### src/rtl/frame_stream_mux.sv
`default_nettype none
// ============================================================================
// Module      : frame_stream_mux
// Description : Frame-granular N:1 stream multiplexer. Presents per-port valid
//               to an external round-robin arbiter (lock mode), latches the
//               grant and forwards the whole frame of the granted port through
//               a 2-entry registered skid buffer. The next grant is taken
//               only after the last beat of the current frame is accepted.
//               Optional macro FRAME_MUX_IFG_EN inserts an inter-frame gap of
//               IFG_CYCLES idle cycles after each frame has fully drained.
// Revision    : 1.0 - initial release
// ============================================================================
module frame_stream_mux #(
    parameter int NUM_PORTS  = 4,
    parameter int DATA_WIDTH = 8,
    parameter int LOG_PORTS  = $clog2(NUM_PORTS),
    parameter int IFG_CYCLES = 12
) (
    input  logic                            clk,
    input  logic                            reset_n,
    input  logic [NUM_PORTS-1:0]            s_valid,
    input  logic [NUM_PORTS*DATA_WIDTH-1:0] s_data,
    input  logic [NUM_PORTS-1:0]            s_last,
    output logic [NUM_PORTS-1:0]            s_ready,
    output logic [NUM_PORTS-1:0]            arb_requests,
    output logic                            arb_enable,
    input  logic [NUM_PORTS-1:0]            arb_onehot,
    input  logic                            arb_valid,
    output logic                            m_valid,
    output logic [DATA_WIDTH-1:0]           m_data,
    output logic                            m_last,
    input  logic                            m_ready,
    output logic [LOG_PORTS-1:0]            sel_index,
    output logic                            busy
);

    typedef enum logic [1:0] {
        S_IDLE = 2'd0,
        S_PASS = 2'd1
`ifdef FRAME_MUX_IFG_EN
        ,
        S_GAP  = 2'd2
`endif
    } state_t;

    state_t                 r_state;
    state_t                 w_next_state;
    logic [LOG_PORTS-1:0]   r_sel_index;
    logic [LOG_PORTS-1:0]   w_grant_index;

    // Output head register (drives m_*) and one skid entry behind it
    logic                   r_m_valid;
    logic [DATA_WIDTH-1:0]  r_m_data;
    logic                   r_m_last;
    logic                   r_sk_valid;
    logic [DATA_WIDTH-1:0]  r_sk_data;
    logic                   r_sk_last;

    logic [DATA_WIDTH-1:0]  w_port_data [NUM_PORTS];
    logic [DATA_WIDTH-1:0]  w_sel_data;
    logic                   w_sel_valid;
    logic                   w_sel_last;
    logic                   w_free;
    logic                   w_push;
    logic                   w_pop;
    logic                   w_buf_empty;

    // Split the flat data bus into per-port beats
    for (genvar gi = 0; gi < NUM_PORTS; gi++) begin : g_unpack
        assign w_port_data[gi] = s_data[gi*DATA_WIDTH +: DATA_WIDTH];
    end

    assign w_sel_data  = w_port_data[r_sel_index];
    assign w_sel_valid = s_valid[r_sel_index];
    assign w_sel_last  = s_last[r_sel_index];

    // Free space depends only on registered occupancy, never on m_ready
    assign w_free      = !(r_m_valid && r_sk_valid);
    assign w_push      = (r_state == S_PASS) && w_sel_valid && w_free;
    assign w_pop       = r_m_valid && m_ready;
    assign w_buf_empty = !r_m_valid && !r_sk_valid;

    assign m_valid   = r_m_valid;
    assign m_data    = r_m_data;
    assign m_last    = r_m_last;
    assign sel_index = r_sel_index;
    assign busy      = (r_state != S_IDLE);

    // Grant index: lowest set bit of the arbiter grant vector
    always_comb begin
        w_grant_index = '0;
        for (int i = NUM_PORTS - 1; i >= 0; i--) begin
            if (arb_onehot[i]) begin
                w_grant_index = LOG_PORTS'(i);
            end
        end
    end

`ifdef FRAME_MUX_IFG_EN
    localparam int c_IFG_W_RAW = (IFG_CYCLES < 2) ? 1 : $clog2(IFG_CYCLES + 1);
    localparam int c_IFG_W     = (c_IFG_W_RAW < 4)  ? 4 :
                                 (c_IFG_W_RAW > 16) ? 16 : c_IFG_W_RAW;
    localparam logic [c_IFG_W-1:0] c_IFG_LOAD = c_IFG_W'(IFG_CYCLES);

    logic [c_IFG_W-1:0] r_ifg_cnt;

    // Inter-frame gap counter: loaded on frame end, counts once output drained
    always_ff @(posedge clk or negedge reset_n) begin
        if (!reset_n) begin
            r_ifg_cnt <= '0;
        end else if (r_state == S_PASS && w_next_state == S_GAP) begin
            r_ifg_cnt <= c_IFG_LOAD;
        end else if (r_state == S_GAP && w_buf_empty && r_ifg_cnt != '0) begin
            r_ifg_cnt <= r_ifg_cnt - 1'b1;
        end
    end
`endif

    // Next-state and handshake decode
    always_comb begin
        w_next_state = r_state;
        s_ready      = '0;
        arb_requests = '0;
        arb_enable   = 1'b0;
        case (r_state)
            S_IDLE: begin
                arb_requests = s_valid;
                if (arb_valid) begin
                    // Gated so no pointer advance is signalled while held in reset
                    arb_enable   = reset_n;
                    w_next_state = S_PASS;
                end
            end
            S_PASS: begin
                s_ready[r_sel_index] = w_free;
                if (w_push && w_sel_last) begin
`ifdef FRAME_MUX_IFG_EN
                    w_next_state = S_GAP;
`else
                    w_next_state = S_IDLE;
`endif
                end
            end
`ifdef FRAME_MUX_IFG_EN
            S_GAP: begin
                if (w_buf_empty && r_ifg_cnt == '0) begin
                    w_next_state = S_IDLE;
                end
            end
`endif
            default: begin
                w_next_state = S_IDLE;
            end
        endcase
    end

    // State register and frame owner latch
    always_ff @(posedge clk or negedge reset_n) begin
        if (!reset_n) begin
            r_state     <= S_IDLE;
            r_sel_index <= '0;
        end else begin
            r_state <= w_next_state;
            if (r_state == S_IDLE && arb_valid) begin
                r_sel_index <= w_grant_index;
            end
        end
    end

    // Two-entry skid buffer: head feeds m_*, skid entry refills head on pop
    always_ff @(posedge clk or negedge reset_n) begin
        if (!reset_n) begin
            r_m_valid  <= 1'b0;
            r_m_data   <= '0;
            r_m_last   <= 1'b0;
            r_sk_valid <= 1'b0;
            r_sk_data  <= '0;
            r_sk_last  <= 1'b0;
        end else if (w_pop) begin
            if (r_sk_valid) begin
                // Buffer was full, so no push can coincide with this pop
                r_m_data   <= r_sk_data;
                r_m_last   <= r_sk_last;
                r_m_valid  <= 1'b1;
                r_sk_valid <= 1'b0;
            end else if (w_push) begin
                r_m_data  <= w_sel_data;
                r_m_last  <= w_sel_last;
                r_m_valid <= 1'b1;
            end else begin
                r_m_valid <= 1'b0;
            end
        end else if (w_push) begin
            if (!r_m_valid) begin
                r_m_data  <= w_sel_data;
                r_m_last  <= w_sel_last;
                r_m_valid <= 1'b1;
            end else begin
                r_sk_data  <= w_sel_data;
                r_sk_last  <= w_sel_last;
                r_sk_valid <= 1'b1;
            end
        end
    end

endmodule
`default_nettype wire
### config.mk
export PLATFORM = sky130hd
export DESIGN_NAME = frame_stream_mux
export DESIGN_NICKNAME = d
export VERILOG_FILES = /design/src/rtl/frame_stream_mux.sv
export SDC_FILE = /design/constraint.sdc
export NUM_CORES = 1
export LEC_CHECK = 0
export CORE_MARGIN = 4
export CORE_UTILIZATION = 40
export CTS_BUF_LIST = sky130_fd_sc_hd__clkbuf_16
export DETAILED_ROUTE_END_ITERATION = 16
export PLACE_DENSITY = 0.81
export SLEW_MARGIN = 25
export SYNTH_ARGS = -nofsm -noshare
export SYNTH_HDL_FRONTEND = slang
export SYNTH_SLANG_ARGS = --single-unit
### constraint.sdc
create_clock -name clk -period 3.1 [get_ports clk]
set_input_delay 0.31 -clock clk [delete_from_list [all_inputs] [get_ports clk]]
set_output_delay 0.31 -clock clk [all_outputs]
set_load 0.1 [all_outputs]
==> results of run 1 <==
-- cell type report --
class | instances | area (um2)
Clock inverter | 1 | 5.00
Multi-Input combinational cell | 68 | 736
Clock buffer | 3 | 75.1
Inverter | 2 | 7.51
Fill cell | 225 | 988
Tap cell | 44 | 55.1
Timing Repair Buffer | 71 | 686
Sequential cell | 23 | 576
-- cells by family (layout without fill, tap and decap cells) --
kind of cell	Yosys count	after routing	share of synthesized area, %
multiplexers	37	37	39.8
AND/OR/NAND/NOR	25	25	10.3
AO/OA/AOI/OAI	6	6	4.45
flip-flops	23	23	42.7
buffers and inverters	6	77	2.78
-- state kept, by name, indices dropped and copies added (netlist names) --
name        flops
m_valid         1
r_sk_valid      1
m_data          8
r_sk_data       8
r_sk_last       1
sel_index       2
m_last          1
r_state         1
-- routing by layer --
layer	GRT usage (%)	up-vias	part of all wire (%)
met2	29.9	48	51
li1	-	513	-
met1	18.7	521	39
met5	0	-	0
met3	3.74	2	8.7
met4	7.61	0	0.99
-- synthesized netlist by cell type --
master	count	share of area, %
sky130_fd_sc_hd__nand2b_1	3	1.4
sky130_fd_sc_hd__a22o_1	1	0.65
sky130_fd_sc_hd__mux4_2	8	13
sky130_fd_sc_hd__nand2_1	7	1.9
sky130_fd_sc_hd__nor3b_1	3	1.7
sky130_fd_sc_hd__nand3_2	1	0.74
sky130_fd_sc_hd__a41oi_1	1	0.65
sky130_fd_sc_hd__o41ai_1	1	0.65
sky130_fd_sc_hd__nor2_1	3	0.83
sky130_fd_sc_hd__nor3_1	1	0.37
sky130_fd_sc_hd__a21oi_1	1	0.37
sky130_fd_sc_hd__a31oi_4	1	1.6
sky130_fd_sc_hd__mux4_1	2	3.9
sky130_fd_sc_hd__clkbuf_1	2	0.56
sky130_fd_sc_hd__nand3_1	1	0.37
sky130_fd_sc_hd__mux2_2	27	23
sky130_fd_sc_hd__dfrtp_1	23	43
sky130_fd_sc_hd__nor2b_1	4	1.9
sky130_fd_sc_hd__inv_1	2	0.56
sky130_fd_sc_hd__and3_1	1	0.46
sky130_fd_sc_hd__buf_6	2	1.7
sky130_fd_sc_hd__and4_1	1	0.65
sky130_fd_sc_hd__o31ai_1	1	0.56
-- layout by cell type (no fill, tap or decap) --
cell and n:
sky130_fd_sc_hd__a21oi_1 1, sky130_fd_sc_hd__a22o_1 1, sky130_fd_sc_hd__a31oi_4 1, sky130_fd_sc_hd__a41oi_1 1, sky130_fd_sc_hd__and3_1 1, sky130_fd_sc_hd__and4_1 1
sky130_fd_sc_hd__buf_12 1, sky130_fd_sc_hd__buf_4 14, sky130_fd_sc_hd__clkbuf_16 3, sky130_fd_sc_hd__clkdlybuf4s50_1 56, sky130_fd_sc_hd__clkinv_2 1, sky130_fd_sc_hd__dfrtp_1 23
sky130_fd_sc_hd__inv_1 2, sky130_fd_sc_hd__mux2_2 27, sky130_fd_sc_hd__mux4_1 2, sky130_fd_sc_hd__mux4_2 8, sky130_fd_sc_hd__nand2_1 7, sky130_fd_sc_hd__nand2b_1 3
sky130_fd_sc_hd__nand3_1 1, sky130_fd_sc_hd__nand3_2 1, sky130_fd_sc_hd__nor2_1 3, sky130_fd_sc_hd__nor2b_1 4, sky130_fd_sc_hd__nor3_1 1, sky130_fd_sc_hd__nor3b_1 3
sky130_fd_sc_hd__o31ai_1 1, sky130_fd_sc_hd__o41ai_1 1
-- worst max path at each step --
stage                             startpoint                    end  depth (start not counted)
finish              sel_index[1]$_DFFE_PN0P_  m_data[4]$_DFFE_PN0P_                          3
floorplan             r_state[0]$_DFFE_PN0P_             s_ready[2]                          3
global route        sel_index[1]$_DFFE_PN0P_  m_data[4]$_DFFE_PN0P_                          3
global placement                  s_valid[3]  m_data[5]$_DFFE_PN0P_                          4
detailed placement                s_valid[3]  m_data[4]$_DFFE_PN0P_                          4
CTS                 sel_index[1]$_DFFE_PN0P_  m_data[4]$_DFFE_PN0P_                          3
-- worst max-delay path: stages (launching register included) --
cell,delay (ps)
sky130_fd_sc_hd__dfrtp_1,730
sky130_fd_sc_hd__mux4_2,470
sky130_fd_sc_hd__a31oi_4,410
sky130_fd_sc_hd__mux2_2,400
-- metrics by stage --
| stage | cell area, um2 | setup slack, ps | utilization [%] |
|---|---|---|---|
| 3_3_place_gp | 2060 | 972 | 65.8 |
| 3_5_place_dp | 2060 | 898 | 65.8 |
| 6_report | 2140 | 974 | 68.4 |
| 2_1_floorplan | 1350 | -886 | - |
| 4_1_cts | 2140 | 943 | 68.4 |
| 5_1_grt | 2140 | 863 | 68.4 |
==> run summary, run 1 <==
========================================================================================================
Run status                                                                                  finished, final reports clean
Launching point of the worst reg2reg path                                                   sel_index[1]$_DFFE_PN0P_
Weighted congestion reported at the end of routability-driven placement                            0.722
Post-synthesis instance total                                                                         97
Fmax                                                                                             470 MHz
Post-CTS repair timing setup buffer count                                                              0
Startpoint Class                                                                                    flop
Initial antenna violation count                                                                        0
GRT Residual Overflow                                                                                  0
Sequential-to-total area share from yosys stat                                                     42.7%
Insertion delay to the later sink of the worst-skew pair                                          250 ps
Total die area                                                                                  4370 um2
Wire length per cell after detailed routing                                                      16.3 um
Vias post-DR                                                                                        1084
Number of distinct standard cells referenced by the synthesized netlist                               23
I/O pin total                                                                                         70
Area growth from synthesis to final layout                                                         58.6%
Cts bufs inserted                                                                                      3
Data required time at the worst endpoint                                                         3240 ps
Largest net degree at the start of global routing                                                     25
Final wirelength                                                                                 3450 um
Number of buffers on the longest clock path                                                            2
Avg Cell Area, Syn                                                                              13.9 um2
Post-CTS clock slew at the launch and capture registers of the worst setup and hold paths          60 ps
Max Fanout on Critical Path                                                                           16
Count of buffers inserted at the top-level ports                                                      69
Max transition margin                                                                              34.4%
Final nets                                                                                           217
Vias in the first global route                                                                      1186
Setup repair after global routing missed its margin                                                   no
Drt first pass iters                                                                                   4
Inserted Diodes                                                                                        0
Iteration-0 DRC Markers                                                                               19
HPWL after detailed placement                                                                    2670 um
Yosys warning count                                                                                    0
Fraction of final layout cells sized beyond drive strength 1                                       33.3%
Die Y                                                                                            66.1 um
Number of slew-limit violations in the final report                                                    0
Finish-stage setup viols                                                                               0
Standard cell core area                                                                         3130 um2
Post-route clock skew                                                                            4.10 ps
Global-route wire length before repair                                                           5510 um
Capture instance of the worst register-to-register path                                     m_data[4]$_DFFE_PN0P_
Mapped Nets                                                                                          145
Detailed-route DRC error count                                                                         0
CTS H-Tree Depth                                                                                       1
Clock tree from TritonCTS                                                                            yes
Placed Instances                                                                                     208
Finished Layout Cells                                                                                212
Aggregate global-route resource usage                                                              16.7%
Post-cts hold buffer count                                                                             0
Fin crit share                                                                                     68.6%
Number of register bits inferred by synthesis                                                         23
Kind of end point of the critical path                                                              flop
Root buffer selected by CTS                                                                 sky130_fd_sc_hd__clkbuf_16
Hold_ws                                                                                           416 ps
Setup slack of the most critical reg-to-reg path                                                  970 ps
Cell Rows                                                                                             20
Starting utilization of the core area                                                              43.1%
Total clock sinks                                                                                     23
MaxCap Viol Count                                                                                      0
Critical path type                                                                            reg -> reg
Total negative slack for setup checks                                                               0 ps
Slew at the pin with the worst max-slew slack                                                     981 ps
Class of the tightest hold or removal check                                                  in -> async
R2R cell count                                                                                         3
Count of nets left with antenna violations after detail routing                                        0
Mapped cell area                                                                                1350 um2
Post-CTS resize count                                                                                  0
Drt via density                                                                                     5.11
Number of hold violations in the final report                                                          0
Die extent in x                                                                                  66.1 um
Final critical path time including I/O delays and setup                                          2130 ps
Arrival time at the worst endpoint                                                               2260 ps
========================================================================================================
Power of run 1 is not shown: default switching activity piles up to over one toggle a cycle in this logic, so the estimate is an artifact.
==> inputs of run 2 (changes only) <==
--- a/config.mk
+++ b/config.mk
@@ -6,10 +6,10 @@
 export NUM_CORES = 1
 export LEC_CHECK = 0
 export CORE_MARGIN = 4
-export CORE_UTILIZATION = 40
+export CORE_UTILIZATION = 39
 export CTS_BUF_LIST = sky130_fd_sc_hd__clkbuf_16
 export DETAILED_ROUTE_END_ITERATION = 16
-export PLACE_DENSITY = 0.81
+export PLACE_DENSITY = 0.79
 export SLEW_MARGIN = 25
 export SYNTH_ARGS = -nofsm -noshare
 export SYNTH_HDL_FRONTEND = slang
==> constraint.sdc (replaced) <==
create_clock -name clk -period 2 [get_ports clk]
set_input_delay 0.2 -clock clk [delete_from_list [all_inputs] [get_ports clk]]
set_output_delay 0.2 -clock clk [all_outputs]
set_load 0.1 [all_outputs]
==> run 2 against run 1 <==
Against the previous run:
- cell count increased by 3.3%
- fmax increased by 11%
- sequential share of layout area fell by 2.3 points
- first-iteration DRC count up 47%
- wire length grew 11%
- register-to-register slack got worse by 890 ps
- clock skew down 1.8 ps
- critical path type unchanged
==> run summary, run 2 (synthesis results as in run 1) <==
========================================================================================================
Root buffer selected by CTS                                                                 sky130_fd_sc_hd__clkbuf_16   unchanged
Cell Chain, Critical Path                                                                   mux4_2, a31oi_4, buf_12, mux2_4   was mux4_2, a31oi_4, mux2_2
Final critical path time including I/O delays and setup                                          1920 ps   was 2130 ps
Largest vdd supply drop                                                                          1.33 mV
Die Y                                                                                            66.8 um   was 66.1 um
Post-CTS repair timing setup buffer count                                                              0   unchanged
Global-route wire length before repair                                                           6090 um   was 5510 um
Fill cell total of the finished layout                                                               228   was 225
Initial antenna violation count                                                                        0   unchanged
Max Fanout on Critical Path                                                                            9   was 16
Count of nets left with antenna violations after detail routing                                        0   unchanged
Aggregate global-route resource usage                                                              18.8%   was 16.7%
Finish-stage setup viols                                                                               0   unchanged
Inserted Diodes                                                                                        0   unchanged
Iteration-0 DRC Markers                                                                               28   was 19
Highest-count cells in the layout ignoring fill and taps                                    47 x sky130_fd_sc_hd__clkdlybuf4s50_1, 19 x sky130_fd_sc_hd__dfrtp_1, 18 x sky130_fd_sc_hd__mux2_2   was 56 x sky130_fd_sc_hd__clkdlybuf4s50_1, 27 x sky130_fd_sc_hd__mux2_2, 23 x sky130_fd_sc_hd__dfrtp_1
Max transition margin                                                                              80.3%   was 34.4%
Fmax                                                                                             521 MHz   was 470 MHz
Delay of the slowest cell on the worst path                                                       600 ps   was 730 ps
Total clock sinks                                                                                     23   unchanged
Cell area power density                                                                      1910 nW/um2
Cts bufs inserted                                                                                      3   unchanged
Detailed-route DRC error count                                                                         0   unchanged
Vias post-DR                                                                                        1146   was 1084
Number of buffers on the longest clock path                                                            2   unchanged
Die extent in x                                                                                  66.8 um   was 66.1 um
Fin crit share                                                                                     95.9%   was 68.6%
Insertion delay to the later sink of the worst-skew pair                                          250 ps   about the same
Post-CTS resize count                                                                                  0   unchanged
Launching point of the worst reg2reg path                                                   sel_index[0]$_DFFE_PN0P_   was sel_index[1]$_DFFE_PN0P_
Area growth from synthesis to final layout                                                         76.5%   was 58.6%
Worst setup slack after layout                                                                   82.4 ps   was 974 ps
Worst setup path startpoint                                                                 sel_index[0]$_DFFE_PN0P_   was sel_index[1]$_DFFE_PN0P_
Post-CTS clock slew at the launch and capture registers of the worst setup and hold paths          60 ps   about the same
Post-cts hold buffer count                                                                             0   unchanged
Fraction of final layout cells sized beyond drive strength 1                                       46.8%   was 33.3%
Largest net degree at the start of global routing                                                     24   was 25
Number of slew-limit violations in the final report                                                    0   unchanged
Total die area                                                                                  4460 um2   was 4370 um2
Cell Rows                                                                                             21   was 20
Post-route clock skew                                                                            2.29 ps   was 4.10 ps
Class of the tightest hold or removal check                                                  in -> async   unchanged
Leakage Power                                                                                   0.993 nW
Most common cell after layout, fill and taps aside                                          sky130_fd_sc_hd__clkdlybuf4s50_1   unchanged
Drt first pass iters                                                                                   4   unchanged
Starting utilization of the core area                                                              40.4%   was 43.1%
Standard cell core area                                                                         3340 um2   was 3130 um2
Count of buffers inserted at the top-level ports                                                      69   unchanged
Clock tree from TritonCTS                                                                            yes   unchanged
Slowest stage cell on the critical path                                                     sky130_fd_sc_hd__mux4_2   was sky130_fd_sc_hd__dfrtp_1
Finished Layout Cells                                                                                219   was 212
MaxCap Viol Count                                                                                      0   unchanged
Slew at the pin with the worst max-slew slack                                                     291 ps   was 981 ps
Placed Instances                                                                                     215   was 208
Number of hold violations in the final report                                                          0   unchanged
CTS H-Tree Depth                                                                                       1   unchanged
HPWL after detailed placement                                                                    3070 um   was 2670 um
Final nets                                                                                           222   was 217
Vias in the first global route                                                                      1328   was 1186
Run status                                                                                  finished, final reports clean   unchanged
Setup repair after global routing missed its margin                                                   no   unchanged
Weighted congestion reported at the end of routability-driven placement                            0.763   was 0.722
Final wirelength                                                                                 3810 um   was 3450 um
Arrival time at the worst endpoint                                                               2060 ps   was 2260 ps
Kind of end point of the critical path                                                              flop   unchanged
Data required time at the worst endpoint                                                         2140 ps   was 3240 ps
Wire length per cell after detailed routing                                                      17.4 um   was 16.3 um
Worst slack at placement                                                                        0.598 ps   was 898 ps
Drt via density                                                                                     5.23   was 5.11
I/O pin total                                                                                         70   unchanged
Startpoint Class                                                                                    flop   unchanged
Critical path type                                                                            reg -> reg   unchanged
GRT Residual Overflow                                                                                  0   unchanged
========================================================================================================
-- run 2: worst paths after layout --
kind	end	slack [ps]	cells past startpoint
min in group clk	r_sk_data[0]$_DFFE_PN0P_	510	1
worst max register to register	m_data[7]$_DFFE_PN0P_	80	4
worst min-delay path	r_sk_data[7]$_DFFE_PN0P_	400	2
worst min register to register	r_sk_data[0]$_DFFE_PN0P_	510	1
max in group asynchronous	sel_index[0]$_DFFE_PN0P_	1350	2
worst max-delay path	m_data[7]$_DFFE_PN0P_	80	4
-- run 2: report_power, final --
part	switching, mW	internal [mW]
Clock	0.162	0.269
Combinational	1.93	1.24
Sequential	0.235	0.719
Total	2.32	2.23
-- run 2: layer usage --
| metal | up-vias | track usage [%] | wire length, um |
|---|---|---|---|
| met1 | 580 | 18.3 | 1280 |
| li1 | 521 | - | - |
| met3 | 7 | 3.88 | 202 |
| met4 | 0 | 9.64 | 78 |
| met5 | - | 0 | 0 |
| met2 | 38 | 36.4 | 2250 |
-- run 2: stage by stage --
| stage | hold WS, ps | utilization (%) | power [mW] | setup TNS, ps | cell area (um2) |
|---|---|---|---|---|---|
| after CTS | 398 | 71.4 | 4.58 | 0 | 2380 |
| final | 398 | 71.4 | 4.55 | 0 | 2380 |
| after floorplan | -95.6 | - | 3.26 | -2990 | 1450 |
| after detailed placement | 495 | 69.0 | 4.14 | 0 | 2300 |
| after global routing | 435 | 71.4 | 4.74 | 0 | 2380 |
| after global placement | 483 | 69.0 | 4.06 | 0 | 2300 |
-- run 2: area by class of cell --
cell class                 count  area (um2)  share of cell area [%]
clock buffer                   3        75.1                    3.15
clock inverter                 1        5.00                   0.210
inverter                       2        7.51                   0.315
multi-input combinational     68         812                    34.1
sequential                    23         586                    24.6
tap                           46        57.6                    2.42
timing repair buffer          76         838                    35.2
-- run 2: critical path, delay by kind of cell (launching register included) --
kind,cells,cell delay [ps]
AOI/OAI and AO/OA,1,230
buffers and inverters,1,160
muxes,2,900
DFF,1,500
Note: power is estimated with default switching activity, not from simulation.
